`config.mk`:
```
export PLATFORM = sky130hd
export DESIGN_NAME = bandai_eeprom_ctrl_flat
export DESIGN_NICKNAME = d
export VERILOG_FILES = /design/src/rtl/bandai_pkg.sv /design/src/rtl/bandai_eeprom_ctrl_if.sv /design/src/rtl/bandai_sk_gen.sv /design/src/rtl/bandai_eeprom_ctrl.sv /design/src/flat_wrapper.sv
export SDC_FILE = /design/constraint.sdc
export NUM_CORES = 1
export LEC_CHECK = 0
export BUFFER_PORTS_ARGS = -buffer_cell sky130_fd_sc_hd__buf_2
export CAP_MARGIN = 20
export CORE_MARGIN = 8
export CORE_UTILIZATION = 30
export DETAILED_ROUTE_END_ITERATION = 8
export PLACE_DENSITY_LB_ADDON = 0.1
export SYNTH_ARGS = -nofsm -noshare
export SYNTH_HDL_FRONTEND = slang
export SYNTH_HIERARCHICAL = 1
export SYNTH_SLANG_ARGS = --single-unit
export TNS_END_PERCENT = 50
```
`constraint.sdc`:
```
create_clock -name CLK -period 3.1 [get_ports CLK]
set_clock_uncertainty 0.1 [all_clocks]
set_input_delay 0.155 -clock CLK [delete_from_list [all_inputs] [get_ports CLK]]
set_output_delay 0.155 -clock CLK [all_outputs]
set_load 0.02 [all_outputs]
```
`src/rtl/bandai_pkg.sv`:
```
// Shared constants for the Bandai cartridge EEPROM controller.
// Port map, Microwire opcodes and controller state encoding.
// Pure declarations; no logic, no latency, no backpressure.
package bandai_pkg;

  // Cartridge port addresses
  localparam logic [7:0] PA_DATA_LO = 8'hC4;
  localparam logic [7:0] PA_DATA_HI = 8'hC5;
  localparam logic [7:0] PA_ADDR_LO = 8'hC6;
  localparam logic [7:0] PA_ADDR_HI = 8'hC7;
  localparam logic [7:0] PA_CTRL    = 8'hC8;

  // Microwire opcodes that follow the start bit
  localparam logic [1:0] OPC_READ  = 2'b10;
  localparam logic [1:0] OPC_WRITE = 2'b01;
  localparam logic [1:0] OPC_SHORT = 2'b00;

  typedef enum logic [2:0] {
    ST_IDLE,
    ST_CSUP,
    ST_CMD,
    ST_RDATA,
    ST_WDATA,
    ST_CSGAP,
    ST_BUSY,
    ST_DONE
  } state_t;

endpackage

```
`src/rtl/bandai_eeprom_ctrl_if.sv`:
```
// CPU-side cartridge port bus for the EEPROM controller.
// PDO is combinational from PA; writes are single-cycle PWR strobes.
// No backpressure: the controller silently drops writes it cannot accept.
interface bandai_eeprom_ctrl_if;
  import bandai_pkg::*;

  logic [7:0] PA;
  logic       PWR;
  logic [7:0] PDI;
  logic [7:0] PDO;

  modport master (output PA, PWR, PDI, input PDO);
  modport slave  (input PA, PWR, PDI, output PDO);
endinterface

```
`src/rtl/bandai_sk_gen.sv`:
```
// Microwire SK phase generator: SK_DIV cycles low, then SK_DIV cycles high.
// rise_tick/fall_tick flag the cycle before SK rises/falls; counter restarts at 0 on enable.
// No backpressure; output is held low and counter cleared while en is low.
module bandai_sk_gen #(
  parameter int SK_DIV = 4
) (
  input  logic CLK,
  input  logic RSTn,
  input  logic en,
  output logic sk_hi,
  output logic rise_tick,
  output logic fall_tick
);
  localparam int CW = $clog2(2 * SK_DIV);
  localparam logic [CW-1:0] CNT_LAST = CW'(2 * SK_DIV - 1);
  localparam logic [CW-1:0] CNT_HALF = CW'(SK_DIV);

  logic [CW-1:0] cnt_q, cnt_d;

  // Free-running bit-period counter while enabled, parked at zero otherwise
  always_comb begin
    cnt_d = '0;
    if (en) cnt_d = (cnt_q == CNT_LAST) ? '0 : cnt_q + 1'b1;
  end

  // Counter register
  always_ff @(posedge CLK or negedge RSTn) begin
    if (!RSTn) cnt_q <= '0;
    else       cnt_q <= cnt_d;
  end

  assign sk_hi     = en && (cnt_q >= CNT_HALF);
  assign rise_tick = en && (cnt_q == CNT_HALF - 1'b1);
  assign fall_tick = en && (cnt_q == CNT_LAST);
endmodule

```
`src/rtl/bandai_eeprom_ctrl.sv`:
```
// Bandai cartridge port to 93Cxx Microwire EEPROM bridge (READ, WRITE, short commands).
// Commands run for tens to thousands of CLK cycles; STATUS.READY shows completion.
// Port writes to C4h-C8h are dropped while a command is running.
module bandai_eeprom_ctrl
  import bandai_pkg::*;
#(
  parameter int ADDR_BITS = 6,
  parameter int SK_DIV    = 4,
  parameter int BUSY_TO   = 65535
) (
  input  logic CLK,
  input  logic RSTn,
  bandai_eeprom_ctrl_if.slave bus,
  output logic ECS,
  output logic ESK,
  output logic EDI,
  input  logic EDO
);
  localparam int              CMD_W     = 3 + ADDR_BITS;
  localparam logic [4:0]      CMD_BITS  = 5'(CMD_W);
  localparam logic [31:0]     HALF_LAST = 32'(SK_DIV - 1);
  localparam logic [31:0]     BUSY_LAST = 32'(BUSY_TO - 1);

  state_t           state_q, state_d;
  logic [1:0]       op_q, op_d;
  logic [CMD_W-1:0] cmd_q, cmd_d;
  logic [15:0]      sh_q, sh_d;
  logic [15:0]      data_q, data_d;
  logic [15:0]      addr_q, addr_d;
  logic [4:0]       bit_cnt_q, bit_cnt_d;
  logic [31:0]      wait_q, wait_d;
  logic             rdone_q, rdone_d;
  logic             tmo_q, tmo_d;
  logic             edo_m_q, edo_m_d;
  logic             edo_s_q, edo_s_d;

  logic       sk_en, sk_hi, sk_rise, sk_fall;
  logic       cmd_ok;
  logic [1:0] opc_new;

  assign sk_en = (state_q == ST_CMD) || (state_q == ST_RDATA) || (state_q == ST_WDATA);

  bandai_sk_gen #(.SK_DIV(SK_DIV)) u_sk_gen (
    .CLK       (CLK),
    .RSTn      (RSTn),
    .en        (sk_en),
    .sk_hi     (sk_hi),
    .rise_tick (sk_rise),
    .fall_tick (sk_fall)
  );

  // Decode the CTRL write: exactly one command bit, mapped to its opcode
  always_comb begin
    cmd_ok  = (bus.PDI[6:4] == 3'b001) || (bus.PDI[6:4] == 3'b010) || (bus.PDI[6:4] == 3'b100);
    opc_new = OPC_SHORT;
    if (bus.PDI[4])      opc_new = OPC_READ;
    else if (bus.PDI[5]) opc_new = OPC_WRITE;
  end

  // Next-state, register-file and Microwire sequencing
  always_comb begin
    state_d   = state_q;
    op_d      = op_q;
    cmd_d     = cmd_q;
    sh_d      = sh_q;
    data_d    = data_q;
    addr_d    = addr_q;
    bit_cnt_d = bit_cnt_q;
    wait_d    = wait_q;
    rdone_d   = rdone_q;
    tmo_d     = tmo_q;
    edo_m_d   = EDO;
    edo_s_d   = edo_m_q;

    // bit_cnt counts SK pulses issued in the current field
    if (sk_rise) bit_cnt_d = bit_cnt_q + 5'd1;

    case (state_q)
      ST_IDLE: begin
        if (bus.PWR) begin
          case (bus.PA)
            PA_DATA_LO: data_d[7:0]  = bus.PDI;
            PA_DATA_HI: data_d[15:8] = bus.PDI;
            PA_ADDR_LO: addr_d[7:0]  = bus.PDI;
            PA_ADDR_HI: addr_d[15:8] = bus.PDI;
            PA_CTRL: begin
              if (cmd_ok) begin
                rdone_d   = 1'b0;
                tmo_d     = 1'b0;
                op_d      = opc_new;
                cmd_d     = {1'b1, opc_new, addr_q[ADDR_BITS-1:0]};
                bit_cnt_d = '0;
                wait_d    = '0;
                state_d   = ST_CSUP;
              end
            end
            default: ;
          endcase
        end
      end
      ST_CSUP: begin
        if (wait_q == HALF_LAST) begin
          wait_d  = '0;
          state_d = ST_CMD;
        end else begin
          wait_d = wait_q + 32'd1;
        end
      end
      ST_CMD: begin
        if (sk_fall) begin
          cmd_d = cmd_q << 1;
          if (bit_cnt_q == CMD_BITS) begin
            bit_cnt_d = '0;
            case (op_q)
              OPC_READ:  state_d = ST_RDATA;
              OPC_WRITE: begin
                sh_d    = data_q;
                state_d = ST_WDATA;
              end
              default:   state_d = ST_CSGAP;
            endcase
          end
        end
      end
      ST_RDATA: begin
        // Sampling at the last SK-high cycle absorbs the synchroniser delay
        if (sk_fall) begin
          sh_d = {sh_q[14:0], edo_s_q};
          if (bit_cnt_q == 5'd16) begin
            data_d    = {sh_q[14:0], edo_s_q};
            rdone_d   = 1'b1;
            bit_cnt_d = '0;
            wait_d    = '0;
            state_d   = ST_DONE;
          end
        end
      end
      ST_WDATA: begin
        if (sk_fall) begin
          sh_d = sh_q << 1;
          if (bit_cnt_q == 5'd16) begin
            bit_cnt_d = '0;
            wait_d    = '0;
            state_d   = ST_CSGAP;
          end
        end
      end
      ST_CSGAP: begin
        if (wait_q == HALF_LAST) begin
          wait_d = '0;
          // Only WRITE and ERAL start an internal program cycle worth polling
          if ((op_q == OPC_WRITE) ||
              ((op_q == OPC_SHORT) && (addr_q[ADDR_BITS-1 -: 2] == 2'b10)))
            state_d = ST_BUSY;
          else
            state_d = ST_DONE;
        end else begin
          wait_d = wait_q + 32'd1;
        end
      end
      ST_BUSY: begin
        if (edo_s_q) begin
          wait_d  = '0;
          state_d = ST_DONE;
        end else if (wait_q == BUSY_LAST) begin
          tmo_d   = 1'b1;
          wait_d  = '0;
          state_d = ST_DONE;
        end else begin
          wait_d = wait_q + 32'd1;
        end
      end
      ST_DONE: begin
        if (wait_q == HALF_LAST) begin
          wait_d  = '0;
          state_d = ST_IDLE;
        end else begin
          wait_d = wait_q + 32'd1;
        end
      end
      default: state_d = ST_IDLE;
    endcase
  end

  // State and datapath registers
  always_ff @(posedge CLK or negedge RSTn) begin
    if (!RSTn) begin
      state_q   <= ST_IDLE;
      op_q      <= OPC_SHORT;
      cmd_q     <= '0;
      sh_q      <= '0;
      data_q    <= '0;
      addr_q    <= '0;
      bit_cnt_q <= '0;
      wait_q    <= '0;
      rdone_q   <= 1'b0;
      tmo_q     <= 1'b0;
      edo_m_q   <= 1'b0;
      edo_s_q   <= 1'b0;
    end else begin
      state_q   <= state_d;
      op_q      <= op_d;
      cmd_q     <= cmd_d;
      sh_q      <= sh_d;
      data_q    <= data_d;
      addr_q    <= addr_d;
      bit_cnt_q <= bit_cnt_d;
      wait_q    <= wait_d;
      rdone_q   <= rdone_d;
      tmo_q     <= tmo_d;
      edo_m_q   <= edo_m_d;
      edo_s_q   <= edo_s_d;
    end
  end

  // Microwire pins decoded from registered state so reset clears them immediately
  always_comb begin
    ECS = (state_q == ST_CSUP) || sk_en || (state_q == ST_BUSY);
    ESK = sk_hi;
    EDI = 1'b0;
    if (state_q == ST_CMD)   EDI = cmd_q[CMD_W-1];
    if (state_q == ST_WDATA) EDI = sh_q[15];
  end

  // Port read mux
  always_comb begin
    bus.PDO = 8'h00;
    case (bus.PA)
      PA_DATA_LO: bus.PDO = data_q[7:0];
      PA_DATA_HI: bus.PDO = data_q[15:8];
      PA_ADDR_LO: bus.PDO = addr_q[7:0];
      PA_ADDR_HI: bus.PDO = addr_q[15:8];
      PA_CTRL:    bus.PDO = {5'b0, tmo_q, (state_q == ST_IDLE), rdone_q};
      default:    bus.PDO = 8'h00;
    endcase
  end
endmodule

```
`src/flat_wrapper.sv`:
```
// flat-port wrapper written by rule: the top's interface ports become plain ports
module bandai_eeprom_ctrl_flat import bandai_pkg::*;
#(
  parameter int ADDR_BITS = 6,
  parameter int SK_DIV    = 4,
  parameter int BUSY_TO   = 65535
)
  (CLK, RSTn, ECS, ESK, EDI, EDO, bus_PA, bus_PWR, bus_PDI, bus_PDO);
  bandai_eeprom_ctrl_if bus_i ();
  input  logic CLK;
  input  logic RSTn;
  output logic ECS;
  output logic ESK;
  output logic EDI;
  input  logic EDO;
  input wire logic [$bits(bus_i.PA)-1:0] bus_PA;
  input wire logic [$bits(bus_i.PWR)-1:0] bus_PWR;
  input wire logic [$bits(bus_i.PDI)-1:0] bus_PDI;
  output wire logic [$bits(bus_i.PDO)-1:0] bus_PDO;
  assign bus_i.PA = bus_PA;
  assign bus_i.PWR = bus_PWR;
  assign bus_i.PDI = bus_PDI;
  assign bus_PDO = bus_i.PDO;
  bandai_eeprom_ctrl #(.ADDR_BITS(ADDR_BITS), .SK_DIV(SK_DIV), .BUSY_TO(BUSY_TO)) u_core (.CLK(CLK), .RSTn(RSTn), .bus(bus_i), .ECS(ECS), .ESK(ESK), .EDI(EDI), .EDO(EDO));
endmodule
```
Word-level counts from Yosys, hierarchy flattened
Cells that the tools add are included.
{"block": "word_totals", "elab_cells": 162, "romBits": 0, "mem_bits_rw": 0, "n_memories": 0, "latchBits": 0, "regBits": 106, "in_bits": 20}
{"block": "classes", "bitwise_logic": 0, "n_mul": 0, "eq_ne": 44, "shift": 0, "reduce_logical": 31, "n_addsub": 3, "muxes": 68, "order_cmp": 1, "n_div": 0}
{"operator": "two-way mux 32 bit", "count": 8}
{"operator": "two-way mux 16 bit", "count": 8}
{"operator": "one-hot mux 32 bit (4 select lines)", "count": 1}
{"operator": "two-way mux 3 bit", "count": 16}
{"operator": "one-hot mux 16 bit (3 select lines)", "count": 1}
{"operator": "== test 8 bit, second input constant", "count": 5}
{"operator": "two-way mux 5 bit", "count": 8}
{"operator": "one-hot mux 8 bit (5 select lines)", "count": 1}
{"operator": "two-way mux 9 bit", "count": 4}
{"operator": "adder 32 x 1 -> 32 bit, second input constant", "count": 1}
{"operator": "== test 32 x 16 -> 1 bit, second input constant", "count": 1}
{"operator": "== test 32 x 2 -> 1 bit, second input constant", "count": 1}
{"operator": "one-hot mux 16 bit (2 select lines)", "count": 1}
{"operator": "one-hot mux 3 bit (8 select lines)", "count": 1}
{"operator": "AND reduction 6 bit", "count": 4}
{"operator": "inequality test 2 x 1 -> 1 bit, second input constant", "count": 11}
{"operator": "== test 3 bit, second input constant", "count": 6}
{"operator": "one-hot mux 9 bit (2 select lines)", "count": 1}
{"operator": "two-way mux 8 bit", "count": 2}
{"operator": "inequality test 2 bit, second input constant", "count": 8}
{"operator": "one-hot mux 5 bit (3 select lines)", "count": 1}
{"operator": "AND reduction 5 bit", "count": 3}
{"operator": "AND reduction 13 bit", "count": 1}
{"operator": "== test 3 x 2 -> 1 bit, second input constant", "count": 4}
{"operator": "other kinds (24)", "count": 49}

Longest topological paths before layout
Gate-level depths: netlist of run 1.
{"block": "depth", "word_depth": 9, "mapped_depth": 12, "depth_no_buf": 9}

Modules after synthesis
Netlist of run 1, hierarchy kept.
{"module": "bandai_eeprom_ctrl", "n_inst": 1, "cells_per_inst": 602, "area_each_um2": 5666.7}
{"module": "bandai_sk_gen", "n_inst": 1, "cells_per_inst": 13, "area_each_um2": 162.7}

Worst setup path after synthesis of run 1
Ideal clock, no wire load.
{"block": "synth_path", "kind": "register -> register", "start": "reg u_core.state_q[0]", "end": "reg u_core.wait_q[28]", "t_arrival_ps": 2761, "path_stages_with_launch": 13, "period_less_slack_ps": 2982, "setup_time_ps": 121, "slack_ps": 118, "path_cell_list": "dfrtp_1 or3b_2 a21boi_1 buf_2 buf_2 nand2_1 and2_1 a21oi_1 a211oi_1 o21a_1 clkbuf_1 o21ai_1 a22o_1"}
{"block": "synth_via", "elab_chain_cells": 6, "word_cells_on_any_way": 21, "cone_classes": "eq/ne (12); mux (1); reduce/logical (8)"}
{"element": "start: declaration", "line": "bandai_eeprom_ctrl.sv:24", "source": "state_t state_q, state_d;"}
{"element": "start signal: assignment", "line": "bandai_eeprom_ctrl.sv:201", "source": "state_q <= state_d;"}
{"element": "== test 3 x 2 -> 1 bit", "line": "bandai_eeprom_ctrl.sv:41", "source": "assign sk_en = (state_q == ST_CMD) || (state_q == ST_RDATA) || (state_q == ST_WDATA);"}
{"element": "logical OR 1 bit", "line": "bandai_eeprom_ctrl.sv:41"}
{"element": "logical OR 1 bit *", "line": "bandai_eeprom_ctrl.sv:41"}
{"element": "via u_core.sk_en", "line": "bandai_eeprom_ctrl.sv:37", "source": "logic sk_en, sk_hi, sk_rise, sk_fall;"}
{"element": "logical AND 1 bit *", "line": "bandai_sk_gen.sv:34", "source": "assign fall_tick = en && (cnt_q == CNT_LAST);"}
{"element": "via u_core.sk_fall", "line": "bandai_eeprom_ctrl.sv:37"}
{"element": "inequality test 2 x 1 -> 1 bit (no line) *"}
{"element": "AND reduction 6 bit (no line) *"}
{"element": "end signal: assignment", "line": "bandai_eeprom_ctrl.sv:208", "source": "wait_q <= wait_d;"}
{"element": "end: declaration", "line": "bandai_eeprom_ctrl.sv:31", "source": "logic [31:0] wait_q, wait_d;"}
The timed path passes the listed nets; every way through them passes the cells marked *.
A chain may end at the register's enable or synchronous reset.

Worst setup path in the final report of run 1
{"block": "layout_path", "start": "reg u_core.state_q[1]", "end": "reg u_core.wait_q[28]"}
The elaborated chain is that of the path after synthesis.

==> results of run 1 <==
==> metal layers <==
metal / global-route usage, % / wire length, um / up-vias
met5: 0 / 0 / -
met4: 3.28 / 139 / 0
met3: 2.97 / 528 / 10
met2: 20.9 / 7090 / 74
met1: 17.7 / 7500 / 2322
li1: - / - / 2289
==> power by group through the flow <==
| stage | Sequential [mW] | Clock [mW] | Combinational (mW) |
|---|---|---|---|
| 2_1_floorplan | 1.44 | 0 | 0.0549 |
| 3_3_place_gp | 1.44 | 0 | 0.115 |
| 3_5_place_dp | 1.44 | 0 | 0.117 |
| 4_1_cts | 1.42 | 1.25 | 0.125 |
| 5_1_grt | 1.42 | 1.30 | 0.138 |
| 6_report | 1.42 | 1.20 | 0.120 |
==> metrics by stage <==
| stage | instance area, um2 | power (mW) | utilization (%) | std cells | hold WS (ns) |
|---|---|---|---|---|---|
| finish | 6680 | 2.74 | 34.7 | 918 | 0.0226 |
| global route | 6680 | 2.86 | 34.7 | 918 | 0.0169 |
| CTS | 6680 | 2.79 | 34.7 | 918 | 0.0148 |
| detailed placement | 6300 | 1.56 | 32.7 | 895 | 0.154 |
| global placement | 6300 | 1.56 | 32.7 | 895 | 0.144 |
| floorplan | 5830 | 1.49 | - | 615 | -0.241 |
==> worst reg2reg max path: stages (launching register included) <==
cell and delay (ns):
dfrtp_1 0.38, or3b_2 0.48, a21boi_2 0.17, nand2_1 0.15, and2_1 0.29, a21oi_1 0.13, a211oi_1 0.30, o21a_1 0.17
buf_4 0.26, o21ai_1 0.11, a22o_1 0.18
==> Yosys cell counts (all sizes together) (8+ instances only) <==
library cell | n | area share (%)
dfrtp | 106 | 46
a21oi | 66 | 5.7
nor2 | 62 | 4.0
nand2 | 60 | 3.9
o21ai | 42 | 3.6
buf | 25 | 2.4
a31oi | 24 | 2.6
mux2i | 21 | 3.6
nand3 | 21 | 1.8
inv | 18 | 1.2
mux2 | 17 | 3.3
nand4 | 16 | 2.0
nor2b | 15 | 1.6
nor4 | 11 | 2.1
clkbuf | 9 | 0.58
ha | 9 | 1.9
nor3 | 9 | 0.86
and3 | 8 | 0.86
==> cells by family after synthesis <==
group | after synthesis
and+or+nand+nor | 236
AOI/OAI and AO/OA | 162
DFF | 106
buffers and inverters | 52
muxes | 43
adders and majority gates | 9
xor gates and xnor gates | 7
==> sequential cells by signal, indices dropped and copies added, names as in the netlist <==
signal	count
u_core/bit_cnt_q	5
u_core/u_sk_gen/cnt_q	3
u_core/wait_q	32
u_core/data_q	16
u_core/tmo_q	1
u_core/addr_q	16
u_core/sh_q	16
u_core/edo_s_q	1
u_core/op_q	2
u_core/edo_m_q	1
u_core/cmd_q	9
u_core/rdone_q	1
u_core/state_q	3
==> repair_timing <==
| item | in CTS | in global routing |
|---|---|---|
| endpoints found under the hold margin | 60 | 0 |
| buffers inserted | 0 | 0 |
| hold buffers | 7 | 0 |
| resized for setup | 0 | 0 |
==> layout make-up <==
class                      instances  area, um2  area share, %
sequential                       106       2650           39.7
clock buffer                       9        225           3.37
inverter                          18       67.6           1.01
timing repair buffer              56        378           5.65
tap                              265        332           4.96
clock inverter                     7       86.3           1.29
multi-input combinational        457       2940           44.0
==> worst paths after layout <==
path / cells after the start / slack (ns) / end
worst min-delay path: 2 / 0.02 / u_core/addr_q[5]$_DFFE_PN0P_
worst max-delay path: 10 / 0.26 / u_core/wait_q[28]$_DFFE_PN0P_
worst max register to register: 10 / 0.26 / u_core/wait_q[28]$_DFFE_PN0P_
min in group asynchronous: 2 / 0.28 / u_core/wait_q[20]$_DFFE_PN0P_
max in group asynchronous: 3 / 1.86 / u_core/data_q[13]$_DFFE_PN0P_
worst min register to register: 0 / 0.25 / u_core/edo_s_q$_DFF_PN0_
==> results.md, run 1 <==
* DR WL/cell at 16.6 um
* RSZ-0062 raised after global routing: no
* Worst-margin pin slew at 0.691 ns
* Final Hold Violating Endpoints at 0
* Synth Area in XOR/XNOR at 1.05%
* Critical Path End Type: flop
* Flop and latch count out of synthesis at 106
* Max VDD drop at 257 uV
* Vias after detailed routing at 4,695
* Worst Slack Setup Final at 0.261 ns
* RePlAce Congestion at 0.798
* Number of remaining DRC errors at 0
* Num rows at 51
* Crit path from: u_core/state_q[1]$_DFFE_PN0P_
* CTS Root Cell: clkbuf_16
* IO buf count at 30
* Initial antenna violation count at 0
* Synthesized area at 5830 um2
* Adder-Cell Fraction of Synth Area at 1.93%
* Yosys warnings at 6
* DIE HEIGHT at 155 um
* Initial core utilization at 30.2%
* H-tree level count at 3
* Clk slew on worst S/H paths at 0.09 ns
* Slew Limit Headroom at 53.4%
* Switch share at 25.6%
* Top_reg_cell synth: dfrtp_1
* Multiplexer share of the synthesized area at 8.82%
* Compound-cell area share of the yosys netlist at 16.8%
* Pre-Repair DR Iteration Count at 5
* GRT overflow at 0
* Setup violations, final at 0
* Period utilization at 91.6%
* Fmax achieved at 352 MHz
* Diodes inserted at 0
* Simple-gate share of the synthesized area at 21.8%
* Place WS at 0.276 ns
* Status: finished, final reports clean
* Share of layout cells above drive strength 1 at 17.3%
* Largest family of logic cells by synthesized area: simple AND/OR/NAND/NOR gates
* Logic pwr share at 4.4%
* Die outline width at 155 um
* Die area at 24,100 um2
* Worst Path Class, Setup: reg -> reg
* Mean post-synth cell area at 9.48 um2
* Pin count of the biggest net entering global routing at 58
* Iteration-0 DRC Markers at 272
* Unique masters post-synth at 66
* Hold WC Path Type: in -> reg
* CP max FO at 20
* Number of routed nets with antenna violations at 0
* CTS buffer count at 9
* GRT Overall Usage at 13.2%
* Vias per cell at 5.11
* Fill cell count at 2,008
* Top Ports at 31
* Async SR Flop Fraction at 100%
* Sink Count at 106
* Buf+Inv Stages, Crit Path at 1
* Post-Route WL at 15.3 mm
* Worst EP required at 3.24 ns
* Nets@finish at 677
* Worst path cell trace: or3b_2 > a21boi_2 > nand2_1 > and2_1 > a21oi_1 > a211oi_1 > o21a_1 > buf_4 > o21ai_1 > a22o_1
* Crit-path max cell delay at 0.48 ns
* Pint at 2.04 mW
* Crit-path leading delay family: compound AO/OA/AOI/OAI gates
* Register share of total power at 51.8%
* First-pass GRT wire length at 25.5 mm
* DP HPWL at 10.5 mm
* Clk buf depth at 2
* Min Tclk post-route at 2.84 ns
* Hold Startpoint: bus_PDI[5]
* CORE AREA at 19,300 um2
* Clk pwr share at 43.9%
* Crit path arrival time at 2.98 ns
* PD cells at 410 nW/um2
* Max-Cap Viols at 0
* Commonest non-fill, non-tap cells in the layout: dfrtp_1 (106), a21oi_1 (65), nor2_1 (61), nand2_1 (60)
* Register area share after synthesis at 45.5%
* Number of synthesized flops with an enable pin at 0
* Area delta synth->final at 14.6%
* P_sw at 0.701 mW
* Leak Pwr at 2.87 nW
* Slowest stage cell, crit path: or3b_2
* R2R Path Start: u_core/state_q[1]$_DFFE_PN0P_
* Leading cell type in the layout, fill and taps excluded: dfrtp_1
* Number of global-route vias before repair at 4,701
* Worst setup SP type: flop
* Setup TNS at 0 ns
* Post-synthesis cell count at 615
* CTS tree: built
* Pins Over Slew Limit at 0
* Worst-Skew Late Latency at 0.36 ns
* Syn Nets at 644
Note: power is estimated with default switching activity, not from simulation.
==> run 2: changes to the inputs <==
--- a/config.mk
+++ b/config.mk
@@ -9,6 +9,7 @@
 export CAP_MARGIN = 20
 export CORE_MARGIN = 8
 export CORE_UTILIZATION = 30
+export CTS_BUF_LIST = sky130_fd_sc_hd__clkbuf_16
 export DETAILED_ROUTE_END_ITERATION = 8
 export PLACE_DENSITY_LB_ADDON = 0.1
 export SYNTH_ARGS = -nofsm -noshare
==> constraint.sdc (replaced) <==
create_clock -name CLK -period 3.5 [get_ports CLK]
set_clock_uncertainty 0.1 [all_clocks]
set_input_delay 0.175 -clock CLK [delete_from_list [all_inputs] [get_ports CLK]]
set_output_delay 0.175 -clock CLK [all_outputs]
set_load 0.02 [all_outputs]
==> run 2 against run 1 <==
Net effect:
- final area down 0.15%
- via count is 0.70% lower
- setup slack better by 0.23 ns
- sequential power decreased by 12%
- non-clock buffer count down 1
- largest power group unchanged
- fmax is 5.6% lower
- final cell count down 0.11%
- largest cell class unchanged
- first-iteration DRC count up 1.8%
- sequential share of layout area increased by 0.060 points
- routed wire length increased by 0.81%
- register-to-register slack better by 0.23 ns
==> results.md, run 2 (same netlist as run 1, synthesis figures left out) <==
* Status: finished, final reports clean
* GRT Overall Usage at 13.1% (-0.088 points)
* Slew Limit Headroom at 46.0% (-7.4 points)
* Iteration-0 DRC Markers at 277 (+1.8%)
* Final Hold Violating Endpoints at 0 (unchanged)
* R2R Path Start: u_core/state_q[1]$_DFFE_PN0P_
* RSZ-0062 raised after global routing: no
* Die area at 24,100 um2 (unchanged)
* First-pass GRT wire length at 25.1 mm (-1.5%)
* Vias per cell at 5.08 (-0.59%)
* Hold WC Path Type: in -> reg
* GRT overflow at 0 (unchanged)
* R2R depth at 9 (-1)
* Max VDD drop at 215 uV (-17%)
* Number of routed nets with antenna violations at 0 (unchanged)
* Leading cell type in the layout, fill and taps excluded: dfrtp_1
* R2r endpoint: u_core/bit_cnt_q[0]$_DFF_PN0_
* Vias after detailed routing at 4,662 (-0.70%)
* Hold Startpoint: bus_PDI[5]
* Crit-path leading delay family: simple AND/OR/NAND/NOR gates
* Slowest stage cell, crit path: nor3_1
* Worst setup SP type: flop
* Max-Cap Viols at 0 (unchanged)
* Crit-path max cell delay at 0.56 ns (+0.08 ns)
* Initial core utilization at 30.2% (unchanged)
* Nets@finish at 676 (-0.15%)
* Number of remaining DRC errors at 0 (unchanged)
* Leak Pwr at 2.86 nW (-0.17%)
* Buf+Inv Stages, Crit Path at 0 (-1)
* Pre-Repair DR Iteration Count at 5 (unchanged)
* Die outline width at 155 um (unchanged)
* Clk slew on worst S/H paths at 0.08 ns (about the same)
* CTS tree: built
* Sink Count at 106 (unchanged)
* Min Tclk post-route at 3.01 ns (+0.169 ns)
* Post-Route WL at 15.4 mm (+0.81%)
* Top Ports at 31 (unchanged)
* Area delta synth->final at 14.5%
* DP HPWL at 10.5 mm (-0.53%)
* Worst-Skew Late Latency at 0.37 ns (about the same)
* Largest register by flop count: u_core/wait_q
* WHS Endpoint: u_core/addr_q[13]$_DFFE_PN0P_
* Reg-to-reg setup timing slack at 0.49 ns (+0.23 ns)
* # resized after CTS at 0 (unchanged)
* Worst path cell trace: or3b_2 > a21boi_2 > nand2_1 > and2_1 > o21ai_0 > a221oi_1 > o21ai_1 > nor3_1 > nor2_1
* Setup violations, final at 0 (unchanged)
* Initial antenna violation count at 0 (unchanged)
* Worst-margin pin slew at 0.803 ns (+0.112 ns)
* WHS Path Cells at 2 (unchanged)
* Post-CTS setup buffers at 0 (unchanged)
* Share of layout cells above drive strength 1 at 17.2% (-0.13 points)
* IO buf count at 30 (unchanged)
* Worst EP required at 3.62 ns (+0.38 ns)
* H-tree level count at 3 (unchanged)
* Pins Over Slew Limit at 0 (unchanged)
* DIE HEIGHT at 155 um (unchanged)
* DR WL/cell at 16.8 um (+0.92%)
* PD cells at 360 nW/um2 (-12%)
* Diodes inserted at 0 (unchanged)
* Crit path arrival time at 3.13 ns (+0.15 ns)
* Pin count of the biggest net entering global routing at 107 (+84%)
* Max reg flops at 32 (unchanged)
* Num rows at 51 (unchanged)
* Critical Path End Type: flop
* CTS buffer count at 9 (unchanged)
* Setup TNS at 0 ns (unchanged)
* CTS Root Cell: clkbuf_16
* Clk buf depth at 2 (unchanged)
* RePlAce Congestion at 0.782 (-2.1%)
* Fmax achieved at 333 MHz (-5.6%)
* Commonest non-fill, non-tap cells in the layout: dfrtp_1 (106), a21oi_1 (65), nor2_1 (61), nand2_1 (60)
* Worst Path Class, Setup: reg -> reg
* Period utilization at 85.9% (-5.6 points)
* Final design area excluding fillers at 6670 um2 (-0.15%)
* Hold buffer count at CTS at 7 (unchanged)
* Placed Area at 6280 um2 (-0.36%)
* CP max FO at 6 (-70%)
* Number of global-route vias before repair at 4,619 (-1.7%)
* CORE AREA at 19,300 um2 (unchanged)
## run 2: cell count changes in the layout (fill, tap and decap cells not counted)
cell and delta:
buf_4 -2, buf_8 +1, inv_8 +2, clkinv_4 +1, clkinv_8 -1, inv_12 -1, inv_6 -1
## run 2: worst reg2reg max path: stages, from the launching register on
cell	delay, ns
dfrtp_1	0.38
or3b_2	0.48
a21boi_2	0.17
nand2_1	0.15
and2_1	0.28
o21ai_0	0.13
a221oi_1	0.28
o21ai_1	0.23
nor3_1	0.56
nor2_1	0.11
## run 2: power breakdown
group,total (mW),internal (mW),switching (mW)
logic,0.106,0.0431,0.0634
registers,1.25,1.24,0.0130
clock network,1.04,0.512,0.530
total,2.40,1.80,0.607
## run 2: area by class of cell
| type | count | area [um2] |
|---|---|---|
| Fill cell | 2023 | 12600 |
| Multi-Input combinational cell | 457 | 2940 |
| Sequential cell | 106 | 2650 |
| Timing Repair Buffer | 55 | 378 |
| Tap cell | 265 | 332 |
| Clock buffer | 9 | 225 |
| Clock inverter | 7 | 76.3 |
| Inverter | 18 | 67.6 |
## run 2: through the flow
step	hold slack (ns)	total power [mW]	setup slack, ns	utilization (%)	cells
after floorplan	-0.221	1.32	0.518	-	615
after global placement	0.191	1.38	0.566	32.6	892
after detailed placement	0.195	1.38	0.456	32.6	892
after CTS	0.0345	2.45	0.453	34.5	915
after global routing	0.0360	2.50	0.241	34.6	917
final	0.0375	2.40	0.493	34.6	917
## run 2: worst max path at each step
stage	slack, ns	end	depth (start not counted)	from
final	0.49	u_core/bit_cnt_q[0]$_DFF_PN0_	9	u_core/state_q[1]$_DFFE_PN0P_
after global routing	0.24	u_core/bit_cnt_q[0]$_DFF_PN0_	10	u_core/state_q[2]$_DFFE_PN0P_
after floorplan	0.52	u_core/wait_q[28]$_DFFE_PN0P_	12	u_core/state_q[0]$_DFFE_PN0P_
after detailed placement	0.46	u_core/wait_q[24]$_DFFE_PN0P_	8	u_core/state_q[1]$_DFFE_PN0P_
after global placement	0.57	u_core/wait_q[24]$_DFFE_PN0P_	8	u_core/state_q[1]$_DFFE_PN0P_
after CTS	0.45	u_core/wait_q[24]$_DFFE_PN0P_	8	u_core/state_q[1]$_DFFE_PN0P_
## run 2: metal layers
metal / part of all wire, % / routed length, um / track usage, %
met5: 0 / 0 / 0
met4: 1.4 / 209 / 3.70
met3: 2.3 / 356 / 2.72
met2: 47 / 7230 / 20.7
met1: 49 / 7580 / 17.7
